## config.mk

```make
export PLATFORM = sky130hd
export DESIGN_NAME = mem_wb_stage
export DESIGN_NICKNAME = d
export VERILOG_FILES = /design/src/rtl/mem_wb_stage.sv
export SDC_FILE = /design/constraint.sdc
export NUM_CORES = 1
export LEC_CHECK = 0
export CORE_UTILIZATION = 45
export DETAILED_ROUTE_END_ITERATION = 6
export PLACE_DENSITY = 0.88
export RECOVER_POWER = 25
export SYNTH_ARGS = -nofsm -noshare
export SYNTH_HDL_FRONTEND = slang
export SYNTH_SLANG_ARGS = --single-unit
export TNS_END_PERCENT = 50
```

## constraint.sdc

```tcl
create_clock -name clk -period 1.7 [get_ports clk]
set_input_delay 0.255 -clock clk [delete_from_list [all_inputs] [get_ports clk]]
set_output_delay 0.255 -clock clk [all_outputs]
set_load 0.01 [all_outputs]
```

## src/rtl/mem_wb_stage.sv

```systemverilog
// MEM->WB pipeline register built as a two-entry skid buffer (main M, skid S).
// in_ready comes straight from the skid valid flop, so there is no out_ready->in_ready path.
module mem_wb_stage #(
    parameter int CTRL_W    = 10,
    parameter int DATA_W    = 32,
    parameter int RD_W      = 5,
    parameter int REGWR_BIT = 0,
    parameter int CNT_W     = 16
) (
    input  logic              clk,
    input  logic              rst_n,
    input  logic              in_valid,
    output logic              in_ready,
    input  logic [CTRL_W-1:0] in_ctrl,
    input  logic [DATA_W-1:0] in_memval,
    input  logic [DATA_W-1:0] in_alu,
    input  logic [RD_W-1:0]   in_rd,
    input  logic              flush,
    output logic              out_valid,
    input  logic              out_ready,
    output logic [CTRL_W-1:0] out_ctrl,
    output logic [DATA_W-1:0] out_memval,
    output logic [DATA_W-1:0] out_alu,
    output logic [RD_W-1:0]   out_rd,
    output logic              fwd_en,
    output logic [CNT_W-1:0]  stall_cnt
);

    typedef struct packed {
        logic [CTRL_W-1:0] ctrl;
        logic [DATA_W-1:0] memval;
        logic [DATA_W-1:0] alu;
        logic [RD_W-1:0]   rd;
    } beat_t;

    beat_t            m_q, m_d, s_q, s_d, in_beat;
    logic             m_valid_q, m_valid_d, s_valid_q, s_valid_d;
    logic [CNT_W-1:0] stall_q, stall_d;
    logic             accept, consume;

    assign in_beat = {in_ctrl, in_memval, in_alu, in_rd};
    assign accept  = in_valid & ~s_valid_q;
    assign consume = m_valid_q & out_ready;

    // NOTE: every variable gets its hold value first so no path through this block infers a latch.
    always_comb begin
        m_d       = m_q;
        s_d       = s_q;
        m_valid_d = m_valid_q;
        s_valid_d = s_valid_q;
        stall_d   = stall_q;

        if (flush) begin
            m_valid_d = 1'b0;
            s_valid_d = 1'b0;
            m_d.ctrl  = '0;
            s_d.ctrl  = '0;
        end else if (s_valid_q) begin
            // Skid full: nothing can be accepted, only drain S into M.
            if (consume) begin
                m_d       = s_q;
                s_valid_d = 1'b0;
            end
        end else if (accept) begin
            if (!m_valid_q || out_ready) begin
                m_d       = in_beat;
                m_valid_d = 1'b1;
            end else begin
                s_d       = in_beat;
                s_valid_d = 1'b1;
            end
        end else if (consume) begin
            m_valid_d = 1'b0;
        end

        if (m_valid_q && !out_ready && stall_q != '1) begin
            stall_d = stall_q + CNT_W'(1);
        end
    end

    // NOTE: payload registers are reset too, so outputs read all-zero while rst_n is low.
    always_ff @(posedge clk or negedge rst_n) begin
        if (!rst_n) begin
            m_q       <= '0;
            s_q       <= '0;
            m_valid_q <= 1'b0;
            s_valid_q <= 1'b0;
            stall_q   <= '0;
        end else begin
            m_q       <= m_d;
            s_q       <= s_d;
            m_valid_q <= m_valid_d;
            s_valid_q <= s_valid_d;
            stall_q   <= stall_d;
        end
    end

    assign in_ready   = ~s_valid_q;
    assign out_valid  = m_valid_q;
    assign out_ctrl   = m_q.ctrl;
    assign out_memval = m_q.memval;
    assign out_alu    = m_q.alu;
    assign out_rd     = m_q.rd;
    assign fwd_en     = m_valid_q & m_q.ctrl[REGWR_BIT] & (m_q.rd != '0);
    assign stall_cnt  = stall_q;

endmodule

```

==> results of run 1 <==
[sequential cells by signal, indices dropped and copies added, names as in the netlist]
name and count:
s_q 79, out_alu 32, out_memval 32, stall_cnt 16
out_ctrl 10, out_rd 5, out_valid 1, s_valid_q 1
[power by group]
part           leakage, nW  internal [mW]  switching (mW)
registers             2.10           5.08           0.530
logic                 2.07           1.70            1.20
clock network        0.275           2.25            1.64
[worst reg2reg max path: cells and delay by family, from the launching register on]
kind / cells / cell delay (ns)
AND/OR/NAND/NOR: 2 / 0.25
buffers and inverters: 3 / 0.57
AO/OA/AOI/OAI: 2 / 0.36
flip-flops: 1 / 0.37
[routing by layer]
| layer | up-vias | global-route usage |
|---|---|---|
| met5 | - | 0 |
| met4 | 0 | 0.0691 |
| met3 | 25 | 0.0529 |
| met2 | 150 | 0.348 |
| met1 | 2763 | 0.267 |
| li1 | 2660 | - |
[cell type report]
cell class              count  area [µm²]  share of cell area
repair buffers            237        2390               0.225
flip-flops and latches    176        4410               0.415
well taps                 216         270              0.0254
clock inverters            12         134              0.0126
multi-input cells         411        2950               0.278
inverters                   5        18.8             0.00176
clock buffers              20         457              0.0429
[cell usage after synthesis, types with 3 or more instances]
cell | count | share of area
a211oi_1 | 14 | 0.014
a21oi_1 | 91 | 0.060
a31oi_1 | 4 | 0.0033
buf_1 | 4 | 0.0020
buf_2 | 27 | 0.018
clkbuf_1 | 5 | 0.0025
dfrtp_1 | 176 | 0.58
inv_1 | 5 | 0.0025
mux2_1 | 10 | 0.015
mux2_2 | 62 | 0.093
mux2i_1 | 80 | 0.11
nand2_1 | 22 | 0.011
nand3_1 | 12 | 0.0080
nand4_1 | 3 | 0.0025
nor2_1 | 83 | 0.041
o21ai_0 | 3 | 0.0020
xnor2_1 | 3 | 0.0035
[cell families after synthesis]
| logic type | synth area share |
|---|---|
| AND/OR/NAND/NOR | 0.0826 |
| AO/OA/AOI/OAI | 0.0849 |
| XOR/XNOR | 0.00465 |
| buffers and inverters | 0.0274 |
| multiplexers | 0.214 |
| adder cells (fa/ha/maj) | 0.00166 |
| flip-flops | 0.585 |
[what timing repair did]
item	in CTS	in global routing
endpoints found under the setup margin	10	66
hold endpoints to repair	31	0
pin swaps	0	1
gates resized for setup	16	20
hold buffers	1	0
cloned	0	2
setup buffers	1	1
[layout by cell type, fill, tap and decap left out, types with 14 or more instances in the layout]
master | synthesis | layout
dfrtp_1 | 176 | 172
clkdlybuf4s50_1 | 0 | 164
a21oi_1 | 91 | 88
nor2_1 | 83 | 83
mux2i_1 | 80 | 80
mux2_2 | 62 | 62
buf_4 | 1 | 37
nand2_1 | 22 | 22
clkbuf_16 | 0 | 19
a211oi_1 | 14 | 14
[stage by stage]
step / TNS (ns) / cell area [µm²] / hold WS, ns / power, mW
floorplan: 0 / 7530 / -0.0406 / 6.89
global placement: -34.40 / 9950 / 0.201 / 8.43
detailed placement: -40.58 / 9950 / 0.205 / 8.56
CTS: -0.241 / 10600 / 0.321 / 12.5
global route: -0.273 / 10600 / 0.419 / 13.0
finish: -0.216 / 10600 / 0.408 / 12.4
[how the worst min path moves through the flow]
| stage | to | cells after the start |
|---|---|---|
| finish | s_q[69]$_DFFE_PN0P_ | 3 |
| global route | s_q[70]$_DFFE_PN0P_ | 3 |
| CTS | stall_cnt[12]$_DFFE_PN0P_ | 2 |
| detailed placement | stall_cnt[12]$_DFFE_PN0P_ | 1 |
| global placement | stall_cnt[12]$_DFFE_PN0P_ | 1 |
| floorplan | out_alu[0]$_DFFE_PN0P_ | 0 |
==> flow_summary_export.csv, run 1 <==
group,metric,value,unit
status,outcome,"complete, but fails checks",
status,violations,"setup timing",
finish,fin_util,0.660,
routing,vias_per_cell,5.20,
yosys,synth.avg_cell_area,12.0,µm²
routing,routed_wl,17600,µm
setup_path,crit_type,"reg2out",
clock_network,clock_sinks,176,
routing,met2_length,8810,µm
pwr,power.density,1170,mW/mm²
sta,report.final.slew_viol_count,0,
setup_path,reg2reg_depth,7,
die,fp.dieH,131,µm
setup_path,cpPeakStageDelay,0.40,ns
setup_path,cp-start-kind,"register",
clock_network,cts_buffer_depth,2,
setup_path,cp_top_family,"simple AND/OR/NAND/NOR gates",
sta,timing.slew.headroom,0.291,
die,die-area,0.0173,mm²
routing,detail_route.iter0.violations,226,
yosys,async_flop_share,1.00,
yosys,synth-seq-area-share,0.585,
routing,drt-wirelength-per-cell,16.4,µm
routing,drt_pass1_iterations,7,
routing,route.met3.wl,962,µm
yosys,yosysUniqueCellTypes,39,
yosys,synthesis.nets,715,
die,start_util,0.467,
die,ios,182,
hold_path,min_from,"in_ctrl[0]",
clock_network,htree_levels,4,
sta,layout_setup_ws,-0.216,ns
setup_path,rr_endpoint,"out_memval[22]$_DFFE_PN0P_",
die,fp.coreArea,0.0161,mm²
clock_network,cts_buffers,17,
sta,finalSetupViolCount,1,
finish,nFillCells,1199,
finish,drive_above_1_share,0.195,
yosys,synth_edf_count,0,
finish,diodes,0,
pwr,ir_drop,0.711,mV
global_routing,grt_pass1_vias,5783,
clock_network,clk_pin_slew,0.06,ns
global_routing,grtUsageTotal,0.209,
yosys,synth_warnings,0,
yosys,synthFlopType,"dfrtp_1",
yosys,ys_ff_latch,176,
setup_path,worst-r2r-setup-slack,0.07,ns
setup_path,cp_num_buf_inv,1,
setup_path,path_depth,3,
global_routing,overflow,0,
die,rows,46,
hold_path,hp-class,"in2reg",
finish,syn2layout_area_growth,41.3,%
run,maxCapViolations,0,
routing,vias,5598,
routing,met1_length,7560,µm
placed_design,dpl.hpwl,12000,µm
yosys,synth_area,0.00753,mm²
clock_network,root_buffer,"clkbuf_16",
routing,drc_errors,0,
setup_path,crit_path_start,"out_rd[1]$_DFFE_PN0P_",
clock_network,cts_tree,"built",
setup_path,critPathRequiredTime,1.44,ns
global_routing,grt_pass1_wl,28800,µm
finish,layout.cells.non_filler,1077,
sta,final.setup_skew,0.00852,ns
placed_design,dpl_worst_slack,-0.327,ns
sta,rsz0062_at_grt,"yes",
setup_path,slowest_stage,"or3_4",
sta,hold_violations,0,
pwr,p_leak,4.44,nW
setup_path,cp.arrival,1.66,ns
sta,fmax,522,MHz
setup_path,crit_chain,"or3_4, o311a_1, buf_2",
global_routing,grt_antenna_before_repair,0,
placed_design,dp.cells,1040,
routing,routed.top_layer,"met4",
routing,drtAntennaViolNets,0,
setup_path,cp_max_fo,2,
die,die_x,131,µm
setup_path,cp-end-kind,"primary output",
clock_network,clock_latency,0.43,ns
setup_path,reg2reg_from,"out_valid$_DFFE_PN0P_",
setup_path,critPathCapture,"fwd_en",
sta,period_needed,1.92,ns
finish,nets,933,
yosys,synthCells,630,
sta,worstMarginPinSlew,1.06,ns
sta,finalCritPeriodShare,1.13,
global_routing,grt_max_degree,44,
placed_design,port_buffers,181,
placed_design,gp_congestion,0.790,
Note: power is estimated with default switching activity, not from simulation.
==> run 2, diff against run 1 <==
Settings changed: ABC_AREA set to 1, CORE_ASPECT_RATIO set to 0.5, CORE_UTILIZATION 45 to 46, CTS_CLUSTER_DIAMETER set to 30.
==> run 2 against run 1 <==
The flow now finishes without violations; worst setup slack improved by 0.23 ns; synthesized area rose by 11%; global-route usage grew 0.94 points; final cell count increased by 32%; sequential power is essentially flat; clock power down 5.9%; clock-buffer cell count is the same; first-iteration DRC count up 88%; routed wire length grew 17%; utilization fell by 3.0 points; total power is 1.1% lower; critical endpoint unchanged.
==> flow_summary_export.csv, run 2 <==
group,metric,value,unit
finish,syn2layout_area_growth,32.6,%
setup_path,crit_type,"reg2out",
finish,largest_reg_flops,79,
pwr,cellInternalPower,8.55,mW
routing,met1_length,8500,µm
setup_path,cpPeakStageDelay,0.40,ns
setup_path,cp_num_buf_inv,3,
yosys,synth_most_common_cell,"nand2_1",
pwr,ir_drop,0.772,mV
routing,vias,7167,
finish,drive_above_1_share,0.129,
yosys,synth_area,0.00833,mm²
die,rows,34,
global_routing,overflow,0,
setup_path,cp-end-kind,"primary output",
routing,drtAntennaViolNets,0,
die,start_util,0.476,
placed_design,dpl.hpwl,13500,µm
setup_path,cp_top_family,"flip-flops",
yosys,synth_edf_count,0,
yosys,synth_area_leader_cell,"dfrtp_1",
placed_design,gp_congestion,0.830,
setup_path,cp.arrival,1.43,ns
die,die_x,192,µm
routing,met2_length,10500,µm
pwr,p_sw,3.72,mW
routing,drc_errors,0,
setup_path,cp-start-kind,"register",
die,fp.coreArea,0.0175,mm²
clock_network,htree_levels,4,
sta,period_needed,1.69,ns
finish,layout_commonest_cell,"nand2_1",
clock_network,cts_buffers,17,
pwr,power.density,1110,mW/mm²
setup_path,critPathRequiredTime,1.44,ns
sta,layout_setup_ws,0.0140,ns
pwr,swShare,0.303,
setup_path,cp_max_fo,2,
pwr,p_seq_frac,0.458,
finish,registers.top_by_ff_count,"s_q",
routing,route.met3.wl,851,µm
setup_path,crit_chain,"inv_2, nand4_1, o211ai_1, inv_1, buf_2",
sta,finalSetupViolCount,0,
run,maxCapViolations,0,
die,die-area,0.0187,mm²
yosys,synthesis.nets,1083,
sta,final.setup_skew,0.0131,ns
pwr,p_leak,5.11,nW
die,ios,182,
sta,whs,0.409,ns
placed_design,dpl_worst_slack,-0.194,ns
yosys,synth_warnings,0,
yosys,synthCells,998,
die,fp.dieH,97.2,µm
hold_path,hp-class,"in2reg",
clock_network,cts_buffer_depth,2,
yosys,netlist.area_leader.share,0.528,
global_routing,grt_pass1_wl,32900,µm
routing,detail_route.iter0.violations,426,
yosys,yosys-top-cells-count,"277 x nand2_1, 176 x dfrtp_1, 167 x inv_1",
finish,nFillCells,1397,
clock_network,clk_pin_slew,0.07,ns
yosys,synthFlopType,"dfrtp_1",
routing,vias_per_cell,5.03,
yosys,synthTopCellsByArea,"dfrtp_1 53%, nand2_1 12%, inv_1 7.5%",
finish,layout.cells.non_filler,1426,
sta,finalCritPeriodShare,0.992,
routing,drt_pass1_iterations,5,
finish,diodes,0,
sta,fmax,593,MHz
routing,routed.top_layer,"met4",
clock_network,clock_latency,0.42,ns
clock_network,clock_sinks,176,
yosys,synth.avg_cell_area,8.35,µm²
sta,timing.slew.headroom,0.452,
sta,worstMarginPinSlew,0.822,ns
clock_network,cts_tree,"built",
routing,drt-wirelength-per-cell,14.4,µm
sta,report.final.slew_viol_count,0,
finish,nets,1264,
pwr,clock_power_share,0.298,
clock_network,root_buffer,"clkbuf_16",
routing,routed_wl,20600,µm
global_routing,grtUsageTotal,0.219,
finish,layout_common_cells,"277 x nand2_1, 172 x clkdlybuf4s50_1, 165 x dfrtp_1",
global_routing,grt_max_degree,139,
yosys,yosysUniqueCellTypes,26,
global_routing,grt_pass1_vias,7055,
placed_design,port_buffers,181,
status,outcome,"finished clean",
yosys,ys_ff_latch,176,
global_routing,grt_antenna_before_repair,0,
sta,hold_violations,0,
pwr,pwr-share-comb,0.243,
yosys,synth-seq-area-share,0.528,
setup_path,slowest_stage,"dfrtp_1",
sta,rsz0062_at_grt,"yes",
yosys,async_flop_share,1.00,
placed_design,dp.cells,1385,
-- run 2: layout make-up --
cell class	instances	area, µm²	area share
Timing Repair Buffer	214	2220	0.200
Tap cell	234	293	0.0265
Clock inverter	12	101	0.00917
Clock buffer	20	447	0.0404
Inverter	173	652	0.0590
Multi-Input combinational cell	597	2920	0.264
Sequential cell	176	4420	0.400
-- run 2: timing repair --
item,in CTS,in global routing
pin swaps,2,3
gates cloned,0,4
setup endpoints to repair,7,42
endpoints found under the hold margin,27,0
hold buffers,1,0
gates resized for setup,11,17
buffers inserted,3,1
-- run 2: per-layer routing --
| layer | track usage | vias up |
|---|---|---|
| li1 | - | 3462 |
| met1 | 0.267 | 3449 |
| met2 | 0.375 | 198 |
| met3 | 0.0386 | 58 |
| met4 | 0.104 | 0 |
| met5 | 0 | - |
-- run 2: through the flow --
stage | util | setup TNS (ns) | cell area, µm² | total power, mW
finish | 0.631 | 0 | 11100 | 12.3
global route | 0.631 | -0.0985 | 11100 | 12.9
CTS | 0.624 | 0 | 10900 | 12.3
detailed placement | 0.591 | -8.34 | 10400 | 8.60
global placement | 0.591 | -4.47 | 10400 | 8.44
floorplan | - | 0 | 8330 | 7.03
-- run 2: power groups by stage --
stage	Clock (mW)	Combinational [mW]	Sequential, mW
CTS	3.75	2.96	5.61
detailed placement	0	2.93	5.67
floorplan	0	1.28	5.76
finish	3.66	2.99	5.62
global placement	0	2.82	5.62
global route	3.93	3.29	5.72
-- run 2: path summary, 6_finish.rpt --
path	end	cells after the start	slack, ns	startpoint
min in group asynchronous	out_memval[6]$_DFFE_PN0P_	2	0.46	rst_n
max in group asynchronous	stall_cnt[2]$_DFFE_PN0P_	3	0.22	rst_n
worst min register to register	s_q[50]$_DFFE_PN0P_	2	0.48	s_q[50]$_DFFE_PN0P_
worst min-delay path	s_q[62]$_DFFE_PN0P_	3	0.41	in_memval[25]
worst max register to register	out_alu[20]$_DFFE_PN0P_	9	0.04	out_valid$_DFFE_PN0P_
worst max-delay path	fwd_en	5	0.01	out_rd[2]$_DFFE_PN0P_
-- run 2: logic make-up (layout without fill, tap and decap cells) --
group | count (synthesis) | in the layout | synth area share
flip-flops | 176 | 176 | 0.528
AO/OA/AOI/OAI | 255 | 255 | 0.184
XOR/XNOR | 6 | 6 | 0.00631
AND/OR/NAND/NOR | 335 | 335 | 0.158
adder cells (fa/ha/maj) | 1 | 1 | 0.00150
buffers and inverters | 225 | 419 | 0.122
-- run 2: worst reg2reg max path, delay by kind of cell, from the launching register on --
| kind | cells | cell delay [ns] |
|---|---|---|
| AO/OA/AOI/OAI | 2 | 0.29 |
| buffers and inverters | 4 | 0.60 |
| AND/OR/NAND/NOR | 3 | 0.23 |
| flip-flops | 1 | 0.46 |
==> run 3, diff against run 2 <==
Settings changed: PLACE_DENSITY 0.88 to 0.86.
==> run 3 against run 2 <==
Register-to-register slack improved by 0.04 ns; clock-buffer cell count decreased by 1; total power increased by 3.7%; die area unchanged; largest cell class unchanged; clock skew decreased by 0.0012 ns; cell area increased by 0.37%; clock power increased by 13%; critical path type unchanged; via count decreased by 1.4%; global-route usage decreased by 0.48 points; sequential power about the same; combinational power decreased by 2%.
==> flow_summary_export.csv, run 3 (synthesized netlist as in run 2, its figures left out) <==
group,metric,value,unit
placed_design,dpl.hpwl,13700,µm
sta,finalCritPeriodShare,0.976,
die,die_x,192,µm
placed_design,gp_congestion,0.809,
finish,syn2layout_area_growth,33.1,%
global_routing,overflow,0,
sta,period_needed,1.66,ns
routing,drtAntennaViolNets,0,
clock_network,root_buffer,"clkbuf_16",
global_routing,grt_pass1_wl,32000,µm
finish,multi_input_area,0.00292,mm²
hold_path,hp-class,"in2async",
pwr,p_seq_frac,0.443,
clock_network,cts_buffers,17,
pwr,p_sw,3.63,mW
finish,nets,1264,
finish,largest_reg_flops,79,
setup_path,cp-start-kind,"register",
sta,final.setup_skew,0.0119,ns
sta,finalSetupViolCount,0,
die,rows,34,
placed_design,port_buffers,181,
die,ios,182,
routing,vias,7069,
pwr,ir_drop,0.761,mV
clock_network,htree_levels,4,
pwr,power.density,1150,mW/mm²
die,fp.dieH,97.2,µm
setup_path,rr_endpoint,"out_memval[25]$_DFFE_PN0P_",
sta,worstMarginPinSlew,0.720,ns
pwr,p_leak,5.15,nW
sta,rsz0062_at_grt,"yes",
routing,drt_pass1_iterations,7,
setup_path,cpPeakStageDelay,0.56,ns
setup_path,cp.arrival,1.40,ns
global_routing,grt_pass1_vias,6926,
sta,report.final.slew_viol_count,0,
global_routing,grt_antenna_before_repair,0,
sta,layout_setup_ws,0.0405,ns
sta,fmax,603,MHz
clock_network,clock_latency,0.42,ns
pwr,finalPower,12.7,mW
die,start_util,0.476,
routing,detail_route.iter0.violations,461,
sta,timing.slew.headroom,0.520,
clock_network,cts_tree,"built",
placed_design,dpl_worst_slack,-0.176,ns
routing,drc_errors,0,
setup_path,crit_chain,"clkdlybuf4s50_1",
run,maxCapViolations,0,
setup_path,crit_type,"reg2out",
finish,nFillCells,1428,
routing,drt-wirelength-per-cell,14.1,µm
setup_path,cp_num_buf_inv,1,
finish,layout.cells.non_filler,1425,
setup_path,slowest_stage,"clkdlybuf4s50_1",
clock_network,cts_buffer_depth,2,
routing,vias_per_cell,4.96,
sta,hold_violations,0,
pwr,pwr-share-comb,0.231,
pwr,swShare,0.285,
finish,registers.top_by_ff_count,"s_q",
die,die-area,0.0187,mm²
clock_network,clk_pin_slew,0.07,ns
global_routing,grtUsageTotal,0.214,
finish,regArea,0.00442,mm²
status,outcome,"finished clean",
pwr,cellInternalPower,9.09,mW
setup_path,cp_top_family,"buffers and inverters",
global_routing,grt_max_degree,123,
setup_path,cp-end-kind,"primary output",
pwr,clock_power_share,0.326,
placed_design,dp.cells,1388,
setup_path,reg2reg_from,"out_valid$_DFFE_PN0P_",
setup_path,cp_max_fo,5,
setup_path,critPathRequiredTime,1.44,ns
finish,layout_common_cells,"277 x nand2_1, 172 x clkdlybuf4s50_1, 165 x dfrtp_1",
finish,drive_above_1_share,0.127,
finish,diodes,0,
routing,routed_wl,20100,µm
setup_path,worst-r2r-setup-slack,0.08,ns
die,fp.coreArea,0.0175,mm²
clock_network,clock_sinks,176,
setup_path,reg2reg_depth,9,
finish,layout_commonest_cell,"nand2_1",
[run 3: per-layer routing]
| layer | GRT usage | wire [µm] | part of all wire |
|---|---|---|---|
| met1 | 0.261 | 8320 | 0.41 |
| met2 | 0.371 | 10400 | 0.52 |
| met3 | 0.0408 | 787 | 0.039 |
| met4 | 0.0878 | 618 | 0.031 |
| met5 | 0 | 0 | 0 |
[run 3: layout make-up]
| class | instances | area share |
|---|---|---|
| clock buffer | 19 | 0.0399 |
| multi-input combinational | 597 | 0.263 |
| clock inverter | 12 | 0.0165 |
| timing repair buffer | 214 | 0.197 |
| sequential | 176 | 0.398 |
| inverter | 173 | 0.0588 |
| tap | 234 | 0.0264 |
[run 3: repair_timing]
action,CTS,global route
hold endpoints to repair,40,0
endpoints found under the setup margin,8,33
pin swaps,2,3
hold buffers,1,0
cloned,0,2
buffers inserted,2,1
gates resized for setup,11,14
[run 3: stage by stage]
stage           util  cell area, µm²  hold WS, ns  TNS [ns]
6_report       0.633           11100        0.323         0
5_1_grt        0.633           11100        0.352   -0.0591
4_1_cts        0.630           11000        0.344         0
3_5_place_dp   0.593           10400        0.225     -9.02
3_3_place_gp   0.593           10400        0.224     -4.79
2_1_floorplan      -            8330      -0.0406         0
[run 3: worst max-delay path by stage]
stage | from | to | slack [ns] | cells past startpoint
global route | stall_cnt[1]$_DFFE_PN0P_ | stall_cnt[10]$_DFFE_PN0P_ | -0.02 | 8
detailed placement | out_ready | out_memval[25]$_DFFE_PN0P_ | -0.18 | 8
finish | out_valid$_DFFE_PN0P_ | out_valid | 0.04 | 1
floorplan | stall_cnt[0]$_DFFE_PN0P_ | stall_cnt[3]$_DFFE_PN0P_ | 0.17 | 8
global placement | flush | out_memval[27]$_DFFE_PN0P_ | -0.09 | 7
CTS | stall_cnt[12]$_DFFE_PN0P_ | stall_cnt[12] | 0.005 | 1
[run 3: power groups by stage]
stage,combinational (mW),sequential [mW],clock (mW)
5_1_grt,3.25,5.74,4.42
2_1_floorplan,1.28,5.76,0
3_3_place_gp,2.82,5.64,0
3_5_place_dp,2.93,5.69,0
6_report,2.94,5.64,4.14
4_1_cts,2.95,5.63,4.23
